--- config.mk ---
export PLATFORM = sky130hd
export DESIGN_NAME = traffic_phase_scheduler
export DESIGN_NICKNAME = d
export VERILOG_FILES = /design/src/rtl/traffic_pkg.sv /design/src/rtl/traffic_phase_scheduler_tick_prescaler.sv /design/src/rtl/traffic_phase_scheduler.sv
export SDC_FILE = /design/constraint.sdc
export NUM_CORES = 1
export LEC_CHECK = 0
export CAP_MARGIN = 20
export CORE_MARGIN = 5
export CORE_UTILIZATION = 45
export CTS_CLUSTER_DIAMETER = 120
export DETAILED_ROUTE_END_ITERATION = 7
export DONT_BUFFER_PORTS = 1
export GPL_TIMING_DRIVEN = 0
export SLEW_MARGIN = 20
export SYNTH_ARGS = -nofsm -noshare
export SYNTH_HDL_FRONTEND = slang
export SYNTH_SLANG_ARGS = --single-unit
--- constraint.sdc ---
create_clock -name clk -period 2.85 [get_ports clk]
set_clock_uncertainty 0.2 [all_clocks]
set_input_delay 0.855 -clock clk [delete_from_list [all_inputs] [get_ports clk]]
set_output_delay 0.855 -clock clk [all_outputs]
set_load 0.1 [all_outputs]
--- src/rtl/traffic_pkg.sv ---
// Shared state encoding and lamp codes for the traffic phase scheduler.
package traffic_pkg;

    typedef enum logic [7:0] {
        ST_A_GREEN  = 8'b0000_0001,
        ST_A_YELLOW = 8'b0000_0010,
        ST_ALLRED_AB = 8'b0000_0100,
        ST_B_GREEN  = 8'b0000_1000,
        ST_B_YELLOW = 8'b0001_0000,
        ST_ALLRED_BA = 8'b0010_0000,
        ST_WALK_A   = 8'b0100_0000,
        ST_WALK_B   = 8'b1000_0000
    } state_t;

    // Compact 3-bit phase index presented on the debug port
    localparam logic [2:0] PH_A_GREEN   = 3'd0;
    localparam logic [2:0] PH_A_YELLOW  = 3'd1;
    localparam logic [2:0] PH_ALLRED_AB = 3'd2;
    localparam logic [2:0] PH_B_GREEN   = 3'd3;
    localparam logic [2:0] PH_B_YELLOW  = 3'd4;
    localparam logic [2:0] PH_ALLRED_BA = 3'd5;
    localparam logic [2:0] PH_WALK_A    = 3'd6;
    localparam logic [2:0] PH_WALK_B    = 3'd7;

    localparam logic [2:0] LAMP_GREEN  = 3'b001;
    localparam logic [2:0] LAMP_YELLOW = 3'b010;
    localparam logic [2:0] LAMP_RED    = 3'b100;

    function automatic logic [2:0] phase_code(input state_t s);
        logic [2:0] p;
        p = PH_ALLRED_BA;
        case (s)
            ST_A_GREEN:   p = PH_A_GREEN;
            ST_A_YELLOW:  p = PH_A_YELLOW;
            ST_ALLRED_AB: p = PH_ALLRED_AB;
            ST_B_GREEN:   p = PH_B_GREEN;
            ST_B_YELLOW:  p = PH_B_YELLOW;
            ST_ALLRED_BA: p = PH_ALLRED_BA;
            ST_WALK_A:    p = PH_WALK_A;
            ST_WALK_B:    p = PH_WALK_B;
            default:      p = PH_ALLRED_BA;
        endcase
        return p;
    endfunction

endpackage

--- src/rtl/traffic_phase_scheduler_tick_prescaler.sv ---
// Free-running clock divider producing a one-cycle tick every CLK_PER_TICK clocks.
module tick_prescaler #(
    parameter int CLK_PER_TICK = 4
) (
    input  logic clk,
    input  logic rst,
    output logic tick
);
    localparam int CW = $clog2(CLK_PER_TICK);
    localparam logic [CW-1:0] LAST = CW'(CLK_PER_TICK - 1);

    logic [CW-1:0] count_q, count_d;

    assign tick    = (count_q == LAST);
    assign count_d = tick ? '0 : count_q + 1'b1;

    always_ff @(posedge clk or negedge rst) begin
        if (!rst) count_q <= '0;
        else      count_q <= count_d;
    end
endmodule

--- src/rtl/traffic_phase_scheduler.sv ---
// Demand-driven two-approach intersection controller with pedestrian walk phases.
//   state        | meaning
//   A_GREEN      | A has right of way, rests here without conflicting demand
//   A_YELLOW     | A clearing
//   ALLRED_AB    | clearance before B (or walk)
//   B_GREEN      | B has right of way
//   B_YELLOW     | B clearing
//   ALLRED_BA    | clearance before A (or walk); reset state
//   WALK_A/B     | pedestrian walk, both approaches red
module traffic_phase_scheduler
    import traffic_pkg::*;
#(
    parameter int CLK_PER_TICK = 4,
    parameter int MIN_GREEN    = 3,
    parameter int MAX_GREEN    = 6,
    parameter int YELLOW_T     = 2,
    parameter int ALLRED_T     = 1,
    parameter int WALK_T       = 4
) (
    input  logic       clk,
    input  logic       rst,
    input  logic       req_a,
    input  logic       req_b,
    input  logic       ped_req,
    output logic [2:0] light_A,
    output logic [2:0] light_B,
    output logic       walk,
    output logic       ped_pending,
    output logic [2:0] phase
);
    state_t     state_q, state_d;
    logic [7:0] timer_q, timer_d;
    logic       ped_q, ped_d;
    logic       tick;
    logic       in_green, enter_walk;

    tick_prescaler #(.CLK_PER_TICK(CLK_PER_TICK)) u_prescaler (
        .clk  (clk),
        .rst  (rst),
        .tick (tick)
    );

    always_comb begin
        state_d = state_q;
        case (state_q)
            ST_A_GREEN:   if (tick && timer_q >= 8'(MIN_GREEN - 1) && (req_b || ped_q)) state_d = ST_A_YELLOW;
            ST_A_YELLOW:  if (tick && timer_q == 8'(YELLOW_T - 1)) state_d = ST_ALLRED_AB;
            ST_ALLRED_AB: if (tick && timer_q == 8'(ALLRED_T - 1)) state_d = ped_q ? ST_WALK_A : ST_B_GREEN;
            ST_WALK_A:    if (tick && timer_q == 8'(WALK_T - 1)) state_d = ST_B_GREEN;
            ST_B_GREEN:   if (tick && timer_q >= 8'(MIN_GREEN - 1) && (req_a || ped_q)) state_d = ST_B_YELLOW;
            ST_B_YELLOW:  if (tick && timer_q == 8'(YELLOW_T - 1)) state_d = ST_ALLRED_BA;
            ST_ALLRED_BA: if (tick && timer_q == 8'(ALLRED_T - 1)) state_d = ped_q ? ST_WALK_B : ST_A_GREEN;
            ST_WALK_B:    if (tick && timer_q == 8'(WALK_T - 1)) state_d = ST_A_GREEN;
            default:      state_d = ST_ALLRED_BA;
        endcase
    end

    assign in_green   = (state_q == ST_A_GREEN) || (state_q == ST_B_GREEN);
    assign enter_walk = (state_d != state_q) && ((state_d == ST_WALK_A) || (state_d == ST_WALK_B));
    // Set wins over the clear on the walk-entry edge
    assign ped_d      = ped_req || (ped_q && !enter_walk);

    always_comb begin
        timer_d = timer_q;
        if (state_d != state_q)
            timer_d = '0;
        else if (tick) begin
            if (in_green && timer_q >= 8'(MAX_GREEN - 1)) timer_d = 8'(MAX_GREEN - 1);
            else                                          timer_d = timer_q + 8'd1;
        end
    end

    always_ff @(posedge clk or negedge rst) begin
        if (!rst) begin
            state_q <= ST_ALLRED_BA;
            timer_q <= '0;
            ped_q   <= 1'b0;
        end else begin
            state_q <= state_d;
            timer_q <= timer_d;
            ped_q   <= ped_d;
        end
    end

    always_comb begin
        light_A = LAMP_RED;
        light_B = LAMP_RED;
        walk    = 1'b0;
        case (state_q)
            ST_A_GREEN:  light_A = LAMP_GREEN;
            ST_A_YELLOW: light_A = LAMP_YELLOW;
            ST_B_GREEN:  light_B = LAMP_GREEN;
            ST_B_YELLOW: light_B = LAMP_YELLOW;
            ST_WALK_A,
            ST_WALK_B:   walk = 1'b1;
            default:     ;
        endcase
    end

    assign ped_pending = ped_q;
    assign phase       = phase_code(state_q);
endmodule

==> results of run 1 <==
-- worst paths after layout --
check	start	to	slack, ns	cells after the start
hold / removal	rst	u_prescaler.count_q[1]	0.09	0
min in group clk	u_prescaler.count_q[0]	u_prescaler.count_q[0]	0.23	1
hold reg to reg	u_prescaler.count_q[0]	u_prescaler.count_q[0]	0.23	1
max in group asynchronous	rst	state_q[5]	2.19	0
setup reg to reg	timer_q[0]	timer_q[1]	0.27	8
setup / recovery	state_q[5]	light_B[2]	-0.39	4
-- cells in the mapped netlist (2+ instances only) --
cell | instances | area [um2]
and4_1 | 2 | 17.5
xor2_1 | 9 | 78.8
dfrtp_1 | 18 | 450
and3_1 | 2 | 12.5
nor2b_1 | 3 | 18.8
or3_1 | 7 | 43.8
o21ai_0 | 7 | 35.0
nand2_1 | 9 | 33.8
buf_2 | 4 | 20.0
nand3_1 | 10 | 50.1
nand2b_1 | 3 | 18.8
nor4_2 | 4 | 50.1
nand4b_1 | 2 | 17.5
buf_6 | 3 | 33.8
o22ai_1 | 5 | 31.3
nand4_1 | 9 | 56.3
o21ai_2 | 3 | 26.3
o21ai_1 | 2 | 10.0
nor3_1 | 3 | 15.0
o31ai_1 | 2 | 15.0
nor3_2 | 5 | 50.1
nor2_1 | 16 | 60.1
nand4_2 | 3 | 37.5
a21oi_1 | 4 | 20.0
ha_1 | 6 | 75.1
inv_1 | 9 | 33.8
-- critical path, delay by kind of cell (launching register included) --
family	cells	cell delay [ns]
AND/OR/NAND/NOR	3	0.87
buffers and inverters	1	0.47
flip-flops	1	0.60
-- per-stage QoR --
step	area, um2	power [uW]
3_5_place_dp	1790	322
3_3_place_gp	1790	321
2_1_floorplan	1730	317
6_report	1950	509
4_1_cts	1920	513
5_1_grt	1950	531
-- metal layers --
metal	GRT usage (%)	routed length (um)	up-vias
li1	-	-	704
met5	0	0	-
met4	4.80	29	0
met1	23.4	1930	744
met3	2.84	254	4
met2	28.8	2130	45
-- power groups by stage --
stage / clock [uW] / sequential [uW] / combinational (uW)
2_1_floorplan: 0 / 279 / 37.9
3_3_place_gp: 0 / 279 / 41.9
3_5_place_dp: 0 / 279 / 42.4
4_1_cts: 192 / 274 / 46.7
5_1_grt: 206 / 275 / 50.1
6_report: 187 / 275 / 47.0
-- logic make-up after synthesis --
group	count (synthesis)
AO/OA/AOI/OAI	34
buffers and inverters	19
flip-flops	19
XOR/XNOR	10
adder cells (fa/ha/maj)	6
AND/OR/NAND/NOR	95
-- layout by cell type (no fill, tap or decap), types with 3 or more instances in the layout --
| cell | instances |
|---|---|
| dfrtp_1 | 18 |
| nor2_1 | 13 |
| buf_4 | 10 |
| nand3_1 | 9 |
| xor2_1 | 9 |
| nand4_1 | 9 |
| nand2_1 | 8 |
| o21ai_0 | 7 |
| or3_1 | 7 |
| inv_1 | 6 |
| ha_1 | 6 |
| o22ai_1 | 5 |
| nor3_2 | 5 |
| buf_6 | 4 |
| nor4_2 | 4 |
| a21oi_1 | 4 |
| nor3_1 | 3 |
| nor2b_1 | 3 |
| clkinvlp_4 | 3 |
| nand2b_1 | 3 |
| o21ai_2 | 3 |
| clkbuf_8 | 3 |
-- cell type report --
type	instances	area [um2]	share of cell area, %
multi-input cells	145	1170	60.0
flip-flops and latches	19	477	24.5
repair buffers	10	78.8	4.05
plain buffers	8	62.6	3.22
well taps	48	60.1	3.09
inverters	10	53.8	2.77
clock buffers	3	41.3	2.12
clock inverters	1	5.00	0.257
-- registers in the layout, indices dropped and copies added, names as in the netlist --
signal / cells
ped_pending: 1
state_q: 8
timer_q: 8
u_prescaler.count_q: 2
-- what timing repair did --
item | 4_1_cts | 5_1_grt
pin swaps | 7 | 4
buffers inserted | 7 | 3
resized for setup | 7 | 4
endpoints found under the setup margin | 9 | 7
==> metrics.md, run 1 <==
| Metric | Value |
|---|---|
| Crit path max-delay cell type | nor2_4 |
| Placed Cells | 231 |
| Worst VDD drop | 0.000217 V |
| Filler cell count | 351 |
| Drt first pass iters | 4 |
| Cts bufs inserted | 3 |
| RSZ-0062 raised after global routing | true |
| Post-synthesis mux area share | 0% |
| Reg power frac | 54.0% |
| Slew @ Worst Pin | 1.00 ns |
| Post-synthesis async set-or-reset flop share | 100% |
| Core area | 0.00363 mm2 |
| Hold Path Class | in2async |
| Num ports | 16 |
| Ant diodes | 0 |
| Initial antenna violation count | 0 |
| Switching portion of total power | 24.7% |
| Pin count of the biggest net entering global routing | 20 |
| Pwr dens | 262 mW/mm2 |
| Synth Warn # | 0 |
| Dpl hpwl | 3160 um |
| Crit path kind | reg2out |
| Final hold vios | 0 |
| DRT iter0 DRCs | 150 |
| Netlist cell types | 59 |
| Largest family of logic cells by synthesized area | simple AND/OR/NAND/NOR gates |
| Root buf cell | clkbuf_8 |
| Vias in the first global route | 1420 |
| Avg Cell Area, Syn | 9.15 um2 |
| CP max stage delay | 0.69 ns |
| Main flop type after synthesis | dfrtp_1 |
| Total GRT Usage | 17.4% |
| Cell count after synthesis | 183 |
| Share of layout cells above drive strength 1 | 34.2% |
| Gpl congestion | 0.957 |
| Int Power | 383 uW |
| Die width | 71.0 um |
| CTS Buffer Depth | 2 |
| Xor and xnor area share after synthesis | 5.23% |
| Via count | 1497 |
| Sequential fraction of the synthesis area | 28.5% |
| Post-layout nets | 208 |
| Final Critical Period | 3.24 ns |
| Final hold slack | 0.0864 ns |
| Status | finished, violations left |
| EDFF count, synth | 0 |
| Port Buffers | 0 |
| GR Overflow Total | 0 |
| Fin cells | 244 |
| Initial Util | 46.1% |
| Row cnt | 22 |
| Setup TNS | -1.16 ns |
| Compound-Gate Fraction of Synth Area | 16.1% |
| Die area | 0.00504 mm2 |
| Finish-stage setup viols | 7 |
| First-pass GRT wire length | 6960 um |
| Switch Pwr | 126 uW |
| Critical Path AT | 2.19 ns |
| Total wire length | 4350 um |
| CTS tree | done |
| Worst path required time | 1.80 ns |
| Critical Path Start Type | flop |
| Post-Synth Simple-Gate Area | 39.7% |
| F_max | 0.308 GHz |
| TritonCTS Sinks | 19 |
| WL/cell | 17.8 um |
| Cell-by-cell listing of the critical path | nor4_4 > nand3_2 > clkinvlp_4 > nor2_4 |
| Worst setup margin | -0.394 ns |
| Cell area after synthesis | 0.00168 mm2 |
| Combinational share of power | 9.2% |
| Relative slew slack | 33.1% |
| Via density | 6.14 |
| Crit path max fanout | 4 |
| Max-Cap Viols | 0 |
| H-Tree Depth | 1 |
| Fin crit share | 114% |
| Failing checks | setup timing |
| Pre-CTS setup slack | -0.256 ns |
| Post-route core utilization | 53.5% |
| Pleak | 0.000802 uW |
| Area Growth Syn to Fin | 16.1% |
| Hold buffer count at CTS | 0 |
| Fin. max-slew vios | 0 |
| Fraction of the mapped netlist area in adder cells | 4.48% |
| Chip height | 71.0 um |
| CP Capture Type | primary output |
| Syn_nets | 194 |
| #FFs+latches synth | 19 |
| Post-route DRC | 0 |
| Worst-Skew Late Latency | 0.25 ns |
| Clock Power Share | 36.8% |
| Antenna-violating nets left | 0 |
| Worst-path clk slew | 0.07 ns |
(Power assumes the default switching activity.)
==> run 2, diff against run 1 <==
--- a/config.mk
+++ b/config.mk
@@ -11,7 +11,7 @@
 export CTS_CLUSTER_DIAMETER = 120
 export DETAILED_ROUTE_END_ITERATION = 7
 export DONT_BUFFER_PORTS = 1
-export GPL_TIMING_DRIVEN = 0
+export PLACE_DENSITY = 0.7
 export SLEW_MARGIN = 20
 export SYNTH_ARGS = -nofsm -noshare
 export SYNTH_HDL_FRONTEND = slang
==> run 2 against run 1 <==
The run now ends clean. Flip-flop and latch count stayed put. Largest power group unchanged. Setup slack better by 0.45 ns. Count of clock-buffer cells in the layout stayed put. Wire length is 4.8% higher.
==> metrics.md, run 2 (synthesis gave the netlist of run 1 again) <==
| Metric | Value |
|---|---|
| Root buf cell | clkbuf_8 |
| R2R Path Start | timer_q[0] |
| Final hold slack | 0.0836 ns (-0.00281 ns) |
| Drt first pass iters | 4 (unchanged) |
| Crit path max fanout | 6 (+2) |
| Placed Cells | 235 (+1.7%) |
| Worst VDD drop | 0.000257 V (+18%) |
| Hold Path Class | in2async |
| Post-layout nets | 220 (+5.8%) |
| Worst-path clk slew | 0.07 ns (about the same) |
| Crit path kind | reg2out |
| H-Tree Depth | 1 (unchanged) |
| Status | completed |
| Post-route DRC | 0 (unchanged) |
| Regs by FF count | state_q (8), timer_q (8), u_prescaler.count_q (2) |
| CP Capture Type | primary output |
| Via density | 6.16 (+0.47%) |
| Num ports | 16 (unchanged) |
| Initial Util | 46.1% (unchanged) |
| R2R Path End | timer_q[0] |
| Port Buffers | 0 (unchanged) |
| Pin count of the biggest net entering global routing | 20 (unchanged) |
| Relative slew slack | 64.8% (+32 points) |
| Critical Path AT | 1.74 ns (-0.45 ns) |
| Max-Cap Viols | 0 (unchanged) |
| Vias in the first global route | 1532 (+7.9%) |
| Die area | 0.00504 mm2 (unchanged) |
| Chip height | 71.0 um (unchanged) |
| Slew @ Worst Pin | 0.524 ns (-0.479 ns) |
| CTS Buffer Depth | 2 (unchanged) |
| Setup slack, reg-to-reg | 0.29 ns (+0.02 ns) |
| DRT iter0 DRCs | 217 (+45%) |
| Area Growth Syn to Fin | 28.5% |
| Final Critical Period | 2.79 ns (-0.453 ns) |
| End of the critical path | phase[0] |
| Pleak | 0.000901 uW (+12%) |
| Die width | 71.0 um (unchanged) |
| Fin. max-slew vios | 0 (unchanged) |
| Row cnt | 22 (unchanged) |
| CTS tree | done |
| Via count | 1578 (+5.4%) |
| Final hold vios | 0 (unchanged) |
| WL/cell | 17.8 um (-0.13%) |
| Antenna-violating nets left | 0 (unchanged) |
| Worst path required time | 1.80 ns (about the same) |
| First-pass GRT wire length | 7610 um (+9.3%) |
| Worst Setup SP | state_q[5] |
| Worst-Skew Late Latency | 0.26 ns (about the same) |
| Commonest non-fill, non-tap cells in the layout | 19 x buf_4, 13 x nor2_1, 11 x dfrtp_1 |
| F_max | 0.358 GHz (+16%) |
| Post-route core utilization | 59.2% (+5.7 points) |
| Total GRT Usage | 18.8% (+1.4 points) |
| Fin cells | 256 (+4.9%) |
| Share of layout cells above drive strength 1 | 43.3% (+9.1 points) |
| Finish-stage setup viols | 0 (-7) |
| Pwr dens | 238 mW/mm2 (-8.9%) |
| Gpl congestion | 0.984 (+2.7%) |
| Setup TNS | 0 ns (+1.16 ns) |
| TritonCTS Sinks | 19 (unchanged) |
| Initial antenna violation count | 0 (unchanged) |
| Dpl hpwl | 3330 um (+5.4%) |
| Ant diodes | 0 (unchanged) |
| Most common cell after layout, fill and taps aside | buf_4 |
| Critical Path Start Type | flop |
| Total wire length | 4560 um (+4.8%) |
| Fin crit share | 97.9% (-16 points) |
| Worst reg-to-reg path cell count | 8 (unchanged) |
| Core area | 0.00363 mm2 (unchanged) |
| Cts bufs inserted | 3 (unchanged) |
| GR Overflow Total | 0 (unchanged) |
[run 2: worst max-delay path, stage by stage, from the launching register on]
cell and delay, ns:
dfstp_2 0.65, clkbuf_2 0.19, nand4b_1 0.19, and3_4 0.44
[run 2: through the flow]
stage               instance area [um2]  total power (uW)  setup WS, ns
floorplan                          1730               317        -0.131
global placement                   1920               327         0.231
detailed placement                 1920               328         0.158
CTS                                2040               516       0.00973
global route                       2150               538       -0.0109
finish                             2150               513        0.0586
[run 2: power by group]
part | leakage [uW] | switching [uW] | total, uW | internal (uW)
logic | 0.000643 | 32.6 | 52.3 | 19.7
clock network | 0.0000255 | 88.8 | 186 | 97.3
registers | 0.000232 | 3.27 | 275 | 272
total | 0.000901 | 125 | 513 | 389
[run 2: worst min-delay path by stage]
stage | start | endpoint | slack, ns | cells after the start
after floorplan | u_prescaler.count_q[0] | u_prescaler.count_q[0] | 0.20 | 1
after global placement | u_prescaler.count_q[0] | u_prescaler.count_q[0] | 0.21 | 1
after detailed placement | u_prescaler.count_q[0] | u_prescaler.count_q[0] | 0.22 | 1
after CTS | rst | timer_q[0] | 0.08 | 0
after global routing | rst | timer_q[0] | 0.07 | 0
final | rst | timer_q[0] | 0.08 | 0
[run 2: final cells by class]
class	count	area [um2]
timing repair buffer	30	339
sequential	19	485
clock buffer	3	41.3
clock inverter	1	5.00
tap	48	60.1
fill	335	1480
multi-input combinational	145	1170
inverter	10	46.3
[run 2: metal layers]
metal / part of all wire, % / up-vias / track usage [%]
li1: - / 729 / -
met1: 41 / 775 / 24.2
met2: 50 / 60 / 31.2
met3: 5.9 / 14 / 3.55
met4: 2.8 / 0 / 6.89
met5: 0 / - / 0
[run 2: repair_timing]
item,CTS,global route
gates resized for setup,7,9
buffers inserted,4,13
endpoints found under the setup margin,9,10
pin swaps,2,0
hold buffers,0,0
